File: config.mk
export PLATFORM = sky130hd
export DESIGN_NAME = bf_weight_loader_flat
export DESIGN_NICKNAME = d
export VERILOG_FILES = /design/src/rtl/bf_weight_loader_if.sv /design/src/rtl/bf_weight_loader.sv /design/src/flat_wrapper.sv
export SDC_FILE = /design/constraint.sdc
export NUM_CORES = 1
export LEC_CHECK = 0
export CAP_MARGIN = 10
export CORE_MARGIN = 3
export CORE_UTILIZATION = 40
export DETAILED_ROUTE_END_ITERATION = 6
export PLACE_DENSITY_LB_ADDON = 0.3
export SLEW_MARGIN = 20
export SYNTH_ARGS = -nofsm -noshare
export SYNTH_HDL_FRONTEND = slang
export SYNTH_SLANG_ARGS = --single-unit
File: constraint.sdc
create_clock -name clock -period 2.31 [get_ports clock]
set_input_delay 0.3465 -clock clock [delete_from_list [all_inputs] [get_ports clock]]
set_output_delay 0.3465 -clock clock [all_outputs]
set_load 0.1 [all_outputs]
File: src/rtl/bf_weight_loader_if.sv
// Single-weight write handshake into the beamformer weight loader.
// The master drives a request; the loader answers with wr_ready.
interface bf_weight_loader_if #(
  parameter int WW = 5
);
  logic          wr_valid;
  logic          wr_ready;
  logic [4:0]    wr_addr;
  logic          wr_bcast;
  logic [WW-1:0] wr_data;

  modport master (
    output wr_valid, wr_addr, wr_bcast, wr_data,
    input  wr_ready
  );

  modport slave (
    input  wr_valid, wr_addr, wr_bcast, wr_data,
    output wr_ready
  );
endinterface

File: src/rtl/bf_weight_loader.sv
// Shadow/active weight banks for the 8-channel beamformer; the shadow bank is
// copied to the active bank atomically on the first update strobe after a commit.
module bf_weight_loader #(
  parameter int NCH = 8,
  parameter int WW  = 5,
  parameter logic signed [WW-1:0] RESET_COS = 5'sd15,
  parameter logic signed [WW-1:0] RESET_SIN = 5'sd0
) (
  input  logic                    clock,
  input  logic                    reset,
  bf_weight_loader_if.slave       wr,
  input  logic                    commit_req,
  input  logic                    update_en,
  output logic                    commit_pending,
  output logic                    commit_done,
  input  logic [4:0]              rd_addr,
  input  logic                    rd_sel,
  output logic [WW-1:0]           rd_data,
  output logic [NCH-1:0][WW-1:0]  w_cos_1,
  output logic [NCH-1:0][WW-1:0]  w_sin_1,
  output logic [NCH-1:0][WW-1:0]  w_cos_2,
  output logic [NCH-1:0][WW-1:0]  w_sin_2
);

  typedef enum logic {
    IDLE,
    PEND
  } state_t;

  typedef logic [NCH-1:0][WW-1:0] row_t;
  typedef logic [3:0][NCH-1:0][WW-1:0] bank_t;

  // Set index 0..3 = cos1, sin1, cos2, sin2 (packed high-to-low below).
  localparam row_t  COS_ROW    = {NCH{RESET_COS}};
  localparam row_t  SIN_ROW    = {NCH{RESET_SIN}};
  localparam bank_t RESET_BANK = {SIN_ROW, COS_ROW, SIN_ROW, COS_ROW};

  state_t     state;
  state_t     state_next;
  bank_t      shadow;
  bank_t      active;
  logic       commit_fire;
  logic       wr_accept;
  logic [1:0] wr_set;
  logic [2:0] wr_ch;
  logic [1:0] rd_set;
  logic [2:0] rd_ch;

  assign wr_set = wr.wr_addr[4:3];
  assign wr_ch  = wr.wr_addr[2:0];
  assign rd_set = rd_addr[4:3];
  assign rd_ch  = rd_addr[2:0];

  always_comb begin
    state_next  = state;
    commit_fire = 1'b0;
    case (state)
      IDLE: begin
        if (commit_req) state_next = PEND;
      end
      PEND: begin
        if (update_en) begin
          state_next  = IDLE;
          commit_fire = 1'b1;
        end
      end
      default: state_next = IDLE;
    endcase
  end

  assign commit_pending = (state == PEND);
  assign wr.wr_ready    = ~commit_pending;
  assign wr_accept      = wr.wr_valid & wr.wr_ready;

  always_ff @(posedge clock) begin
    if (reset) begin
      state       <= IDLE;
      commit_done <= 1'b0;
    end else begin
      state       <= state_next;
      commit_done <= commit_fire;
    end
  end

  // Writes are blocked in PEND, so a shadow write never races the copy edge.
  always_ff @(posedge clock) begin
    if (reset) begin
      shadow <= RESET_BANK;
      active <= RESET_BANK;
    end else begin
      if (wr_accept) begin
        if (wr.wr_bcast) shadow[wr_set]        <= {NCH{wr.wr_data}};
        else             shadow[wr_set][wr_ch] <= wr.wr_data;
      end
      if (commit_fire) active <= shadow;
    end
  end

  always_ff @(posedge clock) begin
    if (reset) rd_data <= '0;
    else       rd_data <= rd_sel ? active[rd_set][rd_ch] : shadow[rd_set][rd_ch];
  end

  assign w_cos_1 = active[0];
  assign w_sin_1 = active[1];
  assign w_cos_2 = active[2];
  assign w_sin_2 = active[3];

endmodule
File: src/flat_wrapper.sv
// flat-port wrapper written by rule: the top's interface ports become plain ports
module bf_weight_loader_flat 
#(
  parameter int NCH = 8,
  parameter int WW  = 5,
  parameter logic signed [WW-1:0] RESET_COS = 5'sd15,
  parameter logic signed [WW-1:0] RESET_SIN = 5'sd0
)
  (clock, reset, commit_req, update_en, commit_pending, commit_done, rd_addr, rd_sel, rd_data, w_cos_1, w_sin_1, w_cos_2, w_sin_2, wr_wr_valid, wr_wr_addr, wr_wr_bcast, wr_wr_data, wr_wr_ready);
  bf_weight_loader_if #(.WW(WW)) wr_i ();
  input  logic clock;
  input  logic reset;
  input  logic commit_req;
  input  logic update_en;
  output logic commit_pending;
  output logic commit_done;
  input  logic [4:0] rd_addr;
  input  logic rd_sel;
  output logic [WW-1:0] rd_data;
  output logic [NCH-1:0][WW-1:0] w_cos_1;
  output logic [NCH-1:0][WW-1:0] w_sin_1;
  output logic [NCH-1:0][WW-1:0] w_cos_2;
  output logic [NCH-1:0][WW-1:0] w_sin_2;
  input wire logic [$bits(wr_i.wr_valid)-1:0] wr_wr_valid;
  input wire logic [$bits(wr_i.wr_addr)-1:0] wr_wr_addr;
  input wire logic [$bits(wr_i.wr_bcast)-1:0] wr_wr_bcast;
  input wire logic [$bits(wr_i.wr_data)-1:0] wr_wr_data;
  output wire logic [$bits(wr_i.wr_ready)-1:0] wr_wr_ready;
  assign wr_i.wr_valid = wr_wr_valid;
  assign wr_i.wr_addr = wr_wr_addr;
  assign wr_i.wr_bcast = wr_wr_bcast;
  assign wr_i.wr_data = wr_wr_data;
  assign wr_wr_ready = wr_i.wr_ready;
  bf_weight_loader #(.NCH(NCH), .WW(WW), .RESET_COS(RESET_COS), .RESET_SIN(RESET_SIN)) u_core (.clock(clock), .reset(reset), .wr(wr_i), .commit_req(commit_req), .update_en(update_en), .commit_pending(commit_pending), .commit_done(commit_done), .rd_addr(rd_addr), .rd_sel(rd_sel), .rd_data(rd_data), .w_cos_1(w_cos_1), .w_sin_1(w_sin_1), .w_cos_2(w_cos_2), .w_sin_2(w_sin_2));
endmodule
Yosys cells after proc, flatten, opt, wreduce, memory -nomap -nowiden
Cells that the tools add are included.
{"block": "totals", "register_bits": 327, "in_bits": 22, "elab_cells": 100}
{"block": "classes", "order_cmp": 6, "muxes": 23, "n_bitwise": 2, "n_reduce_logical": 2}
{"op": "$bwmux 160", "count": 2}
{"op": "$bmux 40 s2", "count": 2}
{"op": "$demux 40 s2", "count": 2}
{"op": "$mux 160", "count": 1}
{"op": "$mux 40", "count": 4}
{"op": "$bmux 5 s3", "count": 2}
{"op": "$mux 5", "count": 4}
{"op": "$demux 5 s3", "count": 1}
{"op": "$lt 3x4->1 const B", "count": 2}
{"op": "$lt 2x3->1 const B", "count": 2}
{"op": "$mux 1", "count": 4}
{"op": "$ge 3x1->1 const B", "count": 1}
{"op": "$ge 2x1->1 const B", "count": 1}
{"op": "$logic_and 1x1->1", "count": 2}
{"op": "$pmux 1 s2", "count": 1}
{"op": "$and 1x1->1", "count": 1}
{"op": "$not 1->1", "count": 1}

Longest topological paths before layout
Gate-level depths: netlist (run 1).
{"block": "logic_depth", "depth_word": 8, "depth_mapped": 8, "ltp_nobuf": 5}

Worst setup path before layout (run 1)
OpenSTA, ideal clock, no wires.
{"block": "synth_timing", "path_type": "register -> register", "startpoint": "register u_core.state (netlist: u_core.commit_pending)", "endpoint": "register u_core.shadow[155] in the netlist's numbering", "setup_time_ns": 0.128, "arrival_ns": 2.629, "required_time_ns": 2.182, "slack_ns": -0.447, "stages_incl_launch_ff": 9, "path_buffers": 3, "synth_period_minus_slack_ns": 2.757, "path_cell_list": "dfxtp_1 clkbuf_1 inv_1 and4_1 clkbuf_1 nor2b_1 buf_2 mux2i_1 nor2_1"}
{"block": "synth_between", "elab_chain_cells": 2}
{"element": "start: declaration", "line": "bf_weight_loader.sv:38", "rtl": "state_t state;"}
{"element": "start signal: assignment", "line": "bf_weight_loader.sv:80", "rtl": "state <= state_next;"}
{"element": "$not 1->1", "line": "bf_weight_loader.sv:72", "rtl": "assign wr.wr_ready = ~commit_pending;"}
{"element": "named net wr_wr_ready", "line": "flat_wrapper.sv:28", "rtl": "output wire logic [$bits(wr_i.wr_ready)-1:0] wr_wr_ready;"}
{"element": "$and 1x1->1", "line": "bf_weight_loader.sv:73", "rtl": "assign wr_accept = wr.wr_valid & wr.wr_ready;"}
{"element": "end signal: indexed assignment", "line": "bf_weight_loader.sv:92", "rtl": "if (wr.wr_bcast) shadow[wr_set] <= {NCH{wr.wr_data}};"}
{"element": "end signal: indexed assignment", "line": "bf_weight_loader.sv:93", "rtl": "else shadow[wr_set][wr_ch] <= wr.wr_data;"}
{"element": "end: declaration", "line": "bf_weight_loader.sv:40", "rtl": "bank_t shadow;"}
The timed path passes the listed nets, and every way through them passes these cells.
A chain may end at the register's enable or synchronous reset.

Worst setup path after layout (run 1)
{"block": "layout_timing", "startpoint": "input port wr_wr_addr[4]", "endpoint": "register u_core.shadow[37] in the netlist's numbering"}
{"block": "layout_between", "elab_chain_cells": 6, "elab_cells_between_ends": 10}
{"element": "start: declaration", "line": "flat_wrapper.sv:25", "rtl": "input wire logic [$bits(wr_i.wr_addr)-1:0] wr_wr_addr;"}
{"element": "$lt 2x3->1 (not written as such) or $ge 2x1->1 (tied branches)", "line": "bf_weight_loader.sv:92, bf_weight_loader.sv:93"}
{"element": "$logic_and 1x1->1 (not written as such)", "line": "bf_weight_loader.sv:92, bf_weight_loader.sv:93"}
{"element": "$mux 40 (on tied branches)", "line": "bf_weight_loader.sv:93, bf_weight_loader.sv:92"}
{"element": "$demux 40 s2"}
{"element": "$bwmux 160 (on tied branches)", "line": "bf_weight_loader.sv:93, bf_weight_loader.sv:92"}
{"element": "$mux 160 (*)", "line": "bf_weight_loader.sv:92"}
Every way passes the cells marked *; elsewhere a longest branch is shown, timed or not.

==> results.md, run 1 <==
* Status: complete, no violations
* Synth cell types at 48
* Critical-path top delay cell: clkdlybuf4s50_1
* Syn Std Cell Area at 13700 um^2
* Crit path largest cell delay at 0.57 ns
* Max VDD drop at 0.3764 mV
* Area after DPL at 15910 um^2
* First-pass GRT wire length at 69740 um
* Setup crit start kind: input pin
* Yosys warnings at 0
* Pins Over Slew Limit at 0
* Sequential fraction of the synthesis area at 47.78%
* CP Max Fanout at 9
* Async set-reset flop share out of synthesis at 0%
* Drt pass-1 iters at 6
* Tot Pwr at 12.93 mW
* Critical path's top delay family: buffers and inverters
* Final setup TNS at 0 ns
* Routed wire length at 46190 um
* Part of the cycle the worst path needs at 75.65%
* Clock Path Buffers at 3
* Area contributors post-synth: dfxtp_1 48%, mux4_2 11%, a22o_1 6.3%
* Critical Path, Cell by Cell: clkdlybuf4s50_1 > nor4b_4 > buf_4 > nor2b_1 > buf_4 > nor2b_1 > a211o_1
* Quantity of gates resized following cts at 0
* Area Growth Syn to Fin at 24.73%
* Layout cells sized above 1 at 25.79%
* CTS tree: built
* Post-DP HPWL at 32720 um
* Vias in the first global route at 11.05k
* Via Count at 11.70k
* GR Overflow Total at 0
* Number of port buffers at 189
* Flops & latches, synth at 327
* Leakage at 6.533 nW
* Setup crit end kind: register
* Syn nets at 1325
* Post-route cell area at 17090 um^2
* EDFF count, synth at 0
* Min Tclk post-route at 1.748 ns
* Primary FF master, synth: dfxtp_1
* Clock sink count at 327
* Initial Util at 40.76%
* RePlAce Congestion at 0.8841
* Relative slew slack at 60.86%
* Area of the multi-input gates at 6561 um^2
* Required @ worst endpoint at 2.70 ns
* Total GRT Usage at 24.72%
* RSZ-0062 raised after global routing: no
* Synth top area share at 47.78%
* Slew @ Worst Pin at 0.5872 ns
* Util after Layout at 50.84%
* Arrival time worst endpoint at 2.14 ns
* Register area at 6550 um^2
* N_diodes at 0
* Power per Cell Area at 756.9 nW/um^2
* Clk root buf: clkbuf_16
* Setup violations, final at 0
* Largest net degree at the start of global routing at 136
* Routed Antenna Nets at 0
* Initial antenna violation count at 0
* Post-CTS setup buffers at 0
* Nets at 1488
* Core region area at 33620 um^2
* Ports at 190
* Clk_lat worst skew at 0.52 ns
* Die Wd at 191.1 um
* Post-route DRC at 0
* # H-tree levels at 2
* First DRT Iteration DRCs at 1258
* Max frequency at 572.2 MHz
* Hold WS at 0.1834 ns
* Max-cap violations at 0
* Clk_skew at 0.01785 ns
* DR WL/cell at 23.84 um
* Filler cell count at 3017
* Clock transition at the registers of the reported paths at 0.06 ns
* Cell count after synthesis at 1303
* Avg Inst Size Synth at 10.51 um^2
* Endpoints failing hold at 0
* Drt via density at 6.042
* Die H at 191.1 um
* Critical path type: input pin to register
* WP buf/inv at 3
* CTS buffer count at 36
* Die footprint at 36510 um^2
* Rows at 67
* Commonest non-fill, non-tap cell in the layout: dfxtp_1
* Hold Buf Count CTS at 0
* Area leader, netlist: dfxtp_1
* Most frequent cells in the layout: 326 x dfxtp_1, 224 x buf_4, 166 x nand2_1
* Worst Hold Class: input pin to register
synth_stat cells, types with 3 or more instances:
| master | number |
|---|---|
| o31ai_1 | 5 |
| mux2i_1 | 27 |
| mux2_2 | 5 |
| o221ai_1 | 3 |
| dfxtp_1 | 327 |
| buf_1 | 22 |
| mux4_1 | 9 |
| buf_2 | 26 |
| o21ai_0 | 3 |
| nand2b_1 | 4 |
| o22a_1 | 65 |
| buf_6 | 5 |
| a31o_2 | 3 |
| a211o_1 | 17 |
| mux4_2 | 69 |
| a22o_1 | 99 |
| a2111oi_0 | 4 |
| a22oi_1 | 4 |
| buf_4 | 6 |
| nor2b_1 | 19 |
| nor3b_1 | 4 |
| nor2_1 | 18 |
| nand2_1 | 166 |
| a21o_1 | 3 |
| nand3_1 | 131 |
| o22ai_1 | 9 |
| nand3b_1 | 48 |
| inv_1 | 4 |
| nor3_1 | 8 |
| and3_1 | 8 |
| a21oi_1 | 86 |
| clkbuf_1 | 74 |
| a211oi_1 | 5 |
metal layers:
metal | track usage (%) | part of all wire [%]
met1 | 35.55 | 42
met2 | 37.71 | 45
met3 | 4.951 | 9.9
met4 | 7.310 | 2.9
met5 | 0 | 0
power by group:
| part | internal [mW] | switching [mW] |
|---|---|---|
| Combinational | 0.449 | 0.851 |
| Sequential | 5.74 | 0.109 |
| Clock | 3.51 | 2.27 |
final cells by class:
type	instances	area share [%]
Timing Repair Buffer	259	12.94
Sequential cell	327	38.33
Tap cell	448	3.280
Inverter	5	0.1318
Multi-Input combinational cell	837	38.40
Clock buffer	52	6.216
Clock inverter	9	0.7029
through the flow:
stage / setup WS (ns) / instances
after floorplan: 0.05763 / 1303
after CTS: 0.5669 / 1937
after global routing: 0.4845 / 1937
final: 0.5625 / 1937
after global placement: 0.06125 / 1876
after detailed placement: 0.04039 / 1876
registers in the layout, indices dropped and copies added, names as in the netlist:
register               count
u_core.commit_done         1
u_core.commit_pending      1
u_core.rd_data             5
u_core.shadow            160
u_core.w_cos_1            40
u_core.w_cos_2            40
u_core.w_sin_1            40
u_core.w_sin_2            40
worst paths after layout:
kind	from	end	slack, ns	cells past startpoint
max	wr_wr_addr[4]	u_core.shadow[37]	0.56	7
min reg2reg	u_core.shadow[104]	u_core.shadow[104]	0.48	2
min	reset	u_core.shadow[72]	0.18	2
max reg2reg	u_core.commit_pending	u_core.shadow[117]	0.66	5
kinds of logic (layout without fill, tap and decap cells):
logic type / after synthesis / in the layout / synth area share, %
buffers and inverters: 139 / 325 / 4.603
AO/OA/AOI/OAI: 310 / 310 / 17.09
multiplexers: 111 / 111 / 15.53
flip-flops: 327 / 327 / 47.78
AND/OR/NAND/NOR: 416 / 416 / 15.00
Note: power is estimated with default switching activity, not from simulation.
==> run 2, diff against run 1 <==
- clock period: 2.31 -> 1.45 ns (I/O delays scaled with it)
==> results.md, run 2 (synthesis gave the netlist of run 1 again) <==
* Max-cap violations at 0
* Commonest non-fill, non-tap cell in the layout: buf_4
* Status: finished, violations left
* Clk_skew at 0.02147 ns
* Setup ws final at -0.2248 ns
* Total GRT Usage at 29.26%
* R2R Setup Slk at -0.22 ns
* GR Overflow Total at 0
* RePlAce Congestion at 0.9546
* Pint at 16.77 mW
* # H-tree levels at 2
* Max frequency at 597.1 MHz
* Post-DP HPWL at 39370 um
* Required @ worst endpoint at 1.85 ns
* Clk_lat worst skew at 0.54 ns
* Most frequent cells in the layout: 397 x buf_4, 219 x buf_12, 162 x dfxtp_1
* Endpoints failing hold at 0
* Net switching power at 6.101 mW
* Drt pass-1 iters at 5
* Hold Buf Count CTS at 0
* Via Count at 14.97k
* Die footprint at 36510 um^2
* Dpl ws at -0.6196 ns
* Logic gate share of total power at 15.9%
* Clock sink count at 327
* Arrival time worst endpoint at 2.08 ns
* Rows at 67
* Placed Cells incl. Taps at 2259
* Relative slew slack at 59.77%
* CTS tree: built
* Number of port buffers at 189
* DR WL/cell at 27.72 um
* Area after DPL at 21880 um^2
* Hold WS at 0.06502 ns
* RSZ-0062 raised after global routing: yes
* First DRT Iteration DRCs at 1795
* Clock power frac at 44.4%
* Nets at 1929
* Ports at 190
* Leakage at 10.14 nW
* Die Wd at 191.1 um
* Clock transition at the registers of the reported paths at 0.06 ns
* CTS buffer count at 37
* Vias in the first global route at 13.96k
* Post-route DRC at 0
* Setup violations, final at 293
* Layout cells sized above 1 at 66.12%
* Drt via density at 6.279
* Part of the cycle the worst path needs at 115.5%
* Largest net degree at the start of global routing at 88
* Post-route cell area at 25860 um^2
* Slew @ Worst Pin at 0.6019 ns
* First-pass GRT wire length at 82890 um
* Util after Layout at 76.92%
* Initial antenna violation count at 1
* Violated checks: setup timing
* Max VDD drop at 0.7142 mV
* Filler cell count at 1802
* Seq pwr share at 39.7%
* Routed Antenna Nets at 0
* Non-filler cells, final at 2384
* Clock Path Buffers at 3
* Worst Hold Class: input pin to register
* Final setup TNS at -21.10 ns
* Tot Pwr at 22.87 mW
* Min Tclk post-route at 1.675 ns
* Area Growth Syn to Fin at 88.72%
* Setup crit end kind: register
* Core region area at 33620 um^2
* Biggest register: u_core.shadow
* Pins Over Slew Limit at 0
* N_diodes at 0
* Initial Util at 40.76%
* Switching Share at 26.68%
* Die H at 191.1 um
* Max reg flops at 160
* Critical path type: register to register
* Power per Cell Area at 884.5 nW/um^2
* Setup crit start kind: register
* Routed wire length at 66080 um
* Clk root buf: clkbuf_16
* CP Max Fanout at 2
[run 2: power groups by stage]
stage          combinational [mW]  clock [mW]  sequential, mW
6_report                     3.64        10.2            9.07
3_5_place_dp                 2.81           0            9.25
3_3_place_gp                 2.77           0            9.24
2_1_floorplan                1.23           0            9.52
4_1_cts                      2.97        10.1            9.05
5_1_grt                      3.71        10.6            9.07
[run 2: worst paths after layout]
kind | from | end | depth (start not counted)
worst max-delay path | u_core.shadow[86] | u_core.rd_data[1] | 4
worst min register to register | u_core.shadow[127] | u_core.shadow[127] | 2
worst max register to register | u_core.shadow[86] | u_core.rd_data[1] | 4
worst min-delay path | reset | u_core.shadow[1] | 2
[run 2: cell type report]
class / instances / area (um^2) / area share, %
clock inverter: 17 / 242.7 / 0.9388
multi-input combinational: 837 / 8247 / 31.89
sequential: 327 / 7061 / 27.31
timing repair inverter: 2 / 27.53 / 0.1065
tap: 448 / 560.5 / 2.168
timing repair buffer: 697 / 8611 / 33.30
inverter: 5 / 35.03 / 0.1355
clock buffer: 51 / 1072 / 4.147
[run 2: repair_timing]
| action | CTS | global route |
|---|---|---|
| endpoints found under the setup margin | 126 | 296 |
| resized for setup | 113 | 330 |
| pin swaps | 33 | 194 |
| cloned | 4 | 26 |
| buffers inserted | 14 | 18 |
[run 2: per-layer routing]
layer  track usage, %  up-vias  part of all wire, %
met5                0        -                0.029
met3            4.915      352                   11
met1            37.23     7317                   35
li1                 -     6137                    -
met2            49.79     1161                   47
met4            11.40        2                  7.0
[run 2: worst max-delay path: stages, from the launching register on]
cell      delay [ns]
dfxtp_1         0.33
mux4_2          0.54
o31ai_1         0.35
a211oi_1        0.10
a22o_1          0.23
==> run 3, diff against run 2 <==
- CAP_MARGIN: 10 -> 20
- CORE_UTILIZATION: 40 -> 49
==> results.md, run 3 <==
* Status: stopped before the end
* Failed at: global routing (5_1_grt)
* Stop err: [ERROR GRT-0232] Routing congestion too high. Check the congestion heatmap in the GUI.
* GR Overflow Total at 136
* CTS buffer count at 35
* Area leader, netlist: dfxtp_1
* Clk root buf: clkbuf_16
* Yosys warnings at 0
* Most common cell in the synthesized netlist: dfxtp_1
* Rows at 60
* Die Wd at 173.2 um
* Async set-reset flop share out of synthesis at 0%
* Post-DP HPWL at 40080 um
* Hold Buf Count CTS at 0
* Cell count after synthesis at 1303
* Total GRT Usage at 77.72%
* Flops & latches, synth at 327
* Syn nets at 1325
* Worst setup endpoint GRT: u_core.rd_data[1]$_SDFF_PP0_/D
* RePlAce Congestion at 0.9444
* Clock Path Buffers at 3
* Largest net degree at the start of global routing at 92
* Initial Util at 50.28%
* Sequential fraction of the synthesis area at 47.78%
* Clock sink count at 327
* Initial antenna violation count at 11
* Synth cell types at 48
* Area contributors post-synth: dfxtp_1 48%, mux4_2 11%, a22o_1 6.3%
* Ports at 190
* EDFF count, synth at 0
* Avg Inst Size Synth at 10.51 um^2
* Number of port buffers at 189
* Synth top area share at 47.78%
* Top cells by count, synth: 327 x dfxtp_1, 166 x nand2_1, 131 x nand3_1, 99 x a22o_1, 86 x a21oi_1
* Die H at 173.2 um
* WEP type: register input
* Primary FF master, synth: dfxtp_1
* # H-tree levels at 2
* Syn Std Cell Area at 13700 um^2
[run 3: cell counts after synthesis]
No cell type changed its count.
[run 3: layer usage]
layer / GRT overflow / track usage, %
met5: 1 / 21.79
met4: 67 / 81.01
met3: 4 / 64.52
met2: 64 / 92.75
met1: 0 / 76.90
[run 3: cells by family after synthesis]
logic type	after synthesis	synth area share, %
AOI/OAI and AO/OA	310	17.09
buffers and inverters	139	4.603
DFF	327	47.78
muxes	111	15.53
and+or+nand+nor	416	15.00
[run 3: repair_timing]
| action | 4_1_cts |
|---|---|
| endpoints found under the setup margin | 150 |
| cloned | 9 |
| buffers inserted | 21 |
| pin swaps | 66 |
| resized for setup | 205 |
[run 3: stage by stage]
step           instances  instance area [um^2]  worst slack [ns]  hold WS (ns)  setup TNS [ns]
3_3_place_gp        2137                 21440           -0.6526        0.4671          -91.87
3_5_place_dp        2137                 21440           -0.6723        0.4789         -107.01
4_1_cts             2226                 23770           -0.2516        0.2732          -5.589
2_1_floorplan       1303                 14800           -0.7296        0.3320          -55.35
==> run 4, diff against run 3 <==
- CORE_UTILIZATION: 49 -> 40
- PLACE_DENSITY_LB_ADDON: 0.3 -> 0.15
- clock period: 1.45 -> 1.9 ns (I/O delays scaled with it)
==> results.md, run 4 (synthesis gave the netlist of run 1 again) <==
* Status: complete, no violations
* CTS tree: built
* Post-route DRC at 0
* Largest net degree at the start of global routing at 128
* Via Count at 11.85k
* Area of the multi-input gates at 6574 um^2
* Ports at 190
* Clock sink count at 327
* Worst Hold Class: input pin to register
* Max frequency at 564.8 MHz
* Relative slew slack at 61.03%
* Die Wd at 191.1 um
* Reg2Reg Depth at 6
* Logic gate share of total power at 11.4%
* Hold Path Sink: u_core.commit_pending
* Hold Buf Count CTS at 0
* Non-filler cells, final at 2020
* Reg-to-Reg End: u_core.rd_data[2]
* Setup violations, final at 0
* Required @ worst endpoint at 2.33 ns
* Clock transition at the registers of the reported paths at 0.06 ns
* Layout cells sized above 1 at 33.78%
* Max reg flops at 160
* Drt pass-1 iters at 6
* Die footprint at 36510 um^2
* Hold Path Stages at 3
* CTS buffer count at 37
* Initial antenna violation count at 0
* Core region area at 33620 um^2
* Max-cap violations at 0
* Critical Path, Cell by Cell: clkdlybuf4s50_1 > or2_2 > buf_4 > nor3b_1 > o41ai_2 > o221ai_1 > o31ai_1
* First DRT Iteration DRCs at 1079
* RSZ-0062 raised after global routing: no
* Area Growth Syn to Fin at 31.99%
* Seq pwr share at 45.2%
* Setup crit end kind: register
* Leakage at 7.040 nW
* Number of port buffers at 189
* Part of the cycle the worst path needs at 93.18%
* Routed wire length at 49000 um
* Routed Antenna Nets at 0
* Placed Cells incl. Taps at 1961
* Slew @ Worst Pin at 0.5845 ns
* Pint at 11.75 mW
* Vias in the first global route at 11.54k
* DR WL/cell at 24.26 um
* Clk root buf: clkbuf_16
* Endpoints failing hold at 0
* Post-DP HPWL at 35380 um
* Initial Util at 40.76%
* Pins Over Slew Limit at 0
* Die H at 191.1 um
* Total GRT Usage at 26.40%
* Tot Pwr at 15.71 mW
* Switching Share at 25.24%
* First-pass GRT wire length at 73430 um
* Hold WS at 0.3351 ns
* Net switching power at 3.966 mW
* Final setup TNS at 0 ns
* CP Max Fanout at 17
* GR Overflow Total at 0
* RePlAce Congestion at 0.9115
* Filler cell count at 3009
* # H-tree levels at 2
* Nets at 1574
* HP Start: commit_req
* Critical-path top delay cell: clkdlybuf4s50_1
* Drt via density at 5.865
* Rows at 67
* Quantity of gates resized following cts at 0
* Clock power frac at 43.4%
* Power per Cell Area at 869.0 nW/um^2
* R2R Setup Slk at 0.18 ns
* Crit path largest cell delay at 0.56 ns
* Most frequent cells in the layout: 284 x buf_4, 266 x dfxtp_1, 161 x nand2_1
* Biggest register: u_core.shadow
* Register area at 6625 um^2
* Max VDD drop at 0.4977 mV
* Setup crit start kind: input pin
* Util after Layout at 53.79%
* Min Tclk post-route at 1.770 ns
* Clk_skew at 0.01513 ns
* Reg2reg start: u_core.shadow[72]
* Critical path type: input pin to register
* Commonest non-fill, non-tap cell in the layout: buf_4
* Clk_lat worst skew at 0.52 ns
* N_diodes at 0
* Post-CTS setup buffers at 0
* Clock Path Buffers at 3
* Arrival time worst endpoint at 2.20 ns
run 4: cell type report:
type,count,share of cell area (%)
Clock inverter,4,0.2491
Timing Repair Buffer,344,17.49
Tap cell,448,3.100
Sequential cell,327,36.64
Clock buffer,55,6.047
Inverter,5,0.1245
Multi-Input combinational cell,837,36.35
run 4: power by group through the flow:
stage / Clock [mW] / Combinational [mW] / Sequential [mW]
4_1_cts: 6.93 / 1.78 / 7.10
6_report: 6.81 / 1.80 / 7.11
2_1_floorplan: 0 / 0.837 / 7.43
3_5_place_dp: 0 / 1.78 / 7.25
3_3_place_gp: 0 / 1.77 / 7.25
5_1_grt: 7.22 / 1.89 / 7.11
run 4: critical path: cells and delay by family:
kind / cells / cell delay [ns]
buf+inv: 2 / 0.78
compound gates: 3 / 0.88
simple gates: 2 / 0.24
run 4: worst max-delay path by stage:
stage | startpoint | end | slack [ns]
3_3_place_gp | rd_addr[1] | u_core.rd_data[2] | -0.34
5_1_grt | rd_addr[1] | u_core.rd_data[2] | 0.07
2_1_floorplan | u_core.commit_pending | u_core.shadow[155] | -0.28
6_report | rd_addr[1] | u_core.rd_data[2] | 0.13
3_5_place_dp | rd_addr[1] | u_core.rd_data[2] | -0.34
4_1_cts | rd_addr[1] | u_core.rd_data[2] | 0.18
run 4: metal layers:
layer	share of wire, %	vias up	routed length, um	GRT usage [%]
met1	43	5859	21310	37.01
met5	0	-	0	0
met2	46	516	22430	41.19
li1	-	5389	-	-
met4	3.4	0	1660	8.721
met3	7.3	83	3600	5.025
run 4: metrics by stage:
stage	worst slack, ns	cell area, um^2
2_1_floorplan	-0.2797	13810
3_3_place_gp	-0.3370	16950
3_5_place_dp	-0.3390	16950
4_1_cts	0.1821	18080
5_1_grt	0.07265	18080
6_report	0.1295	18080
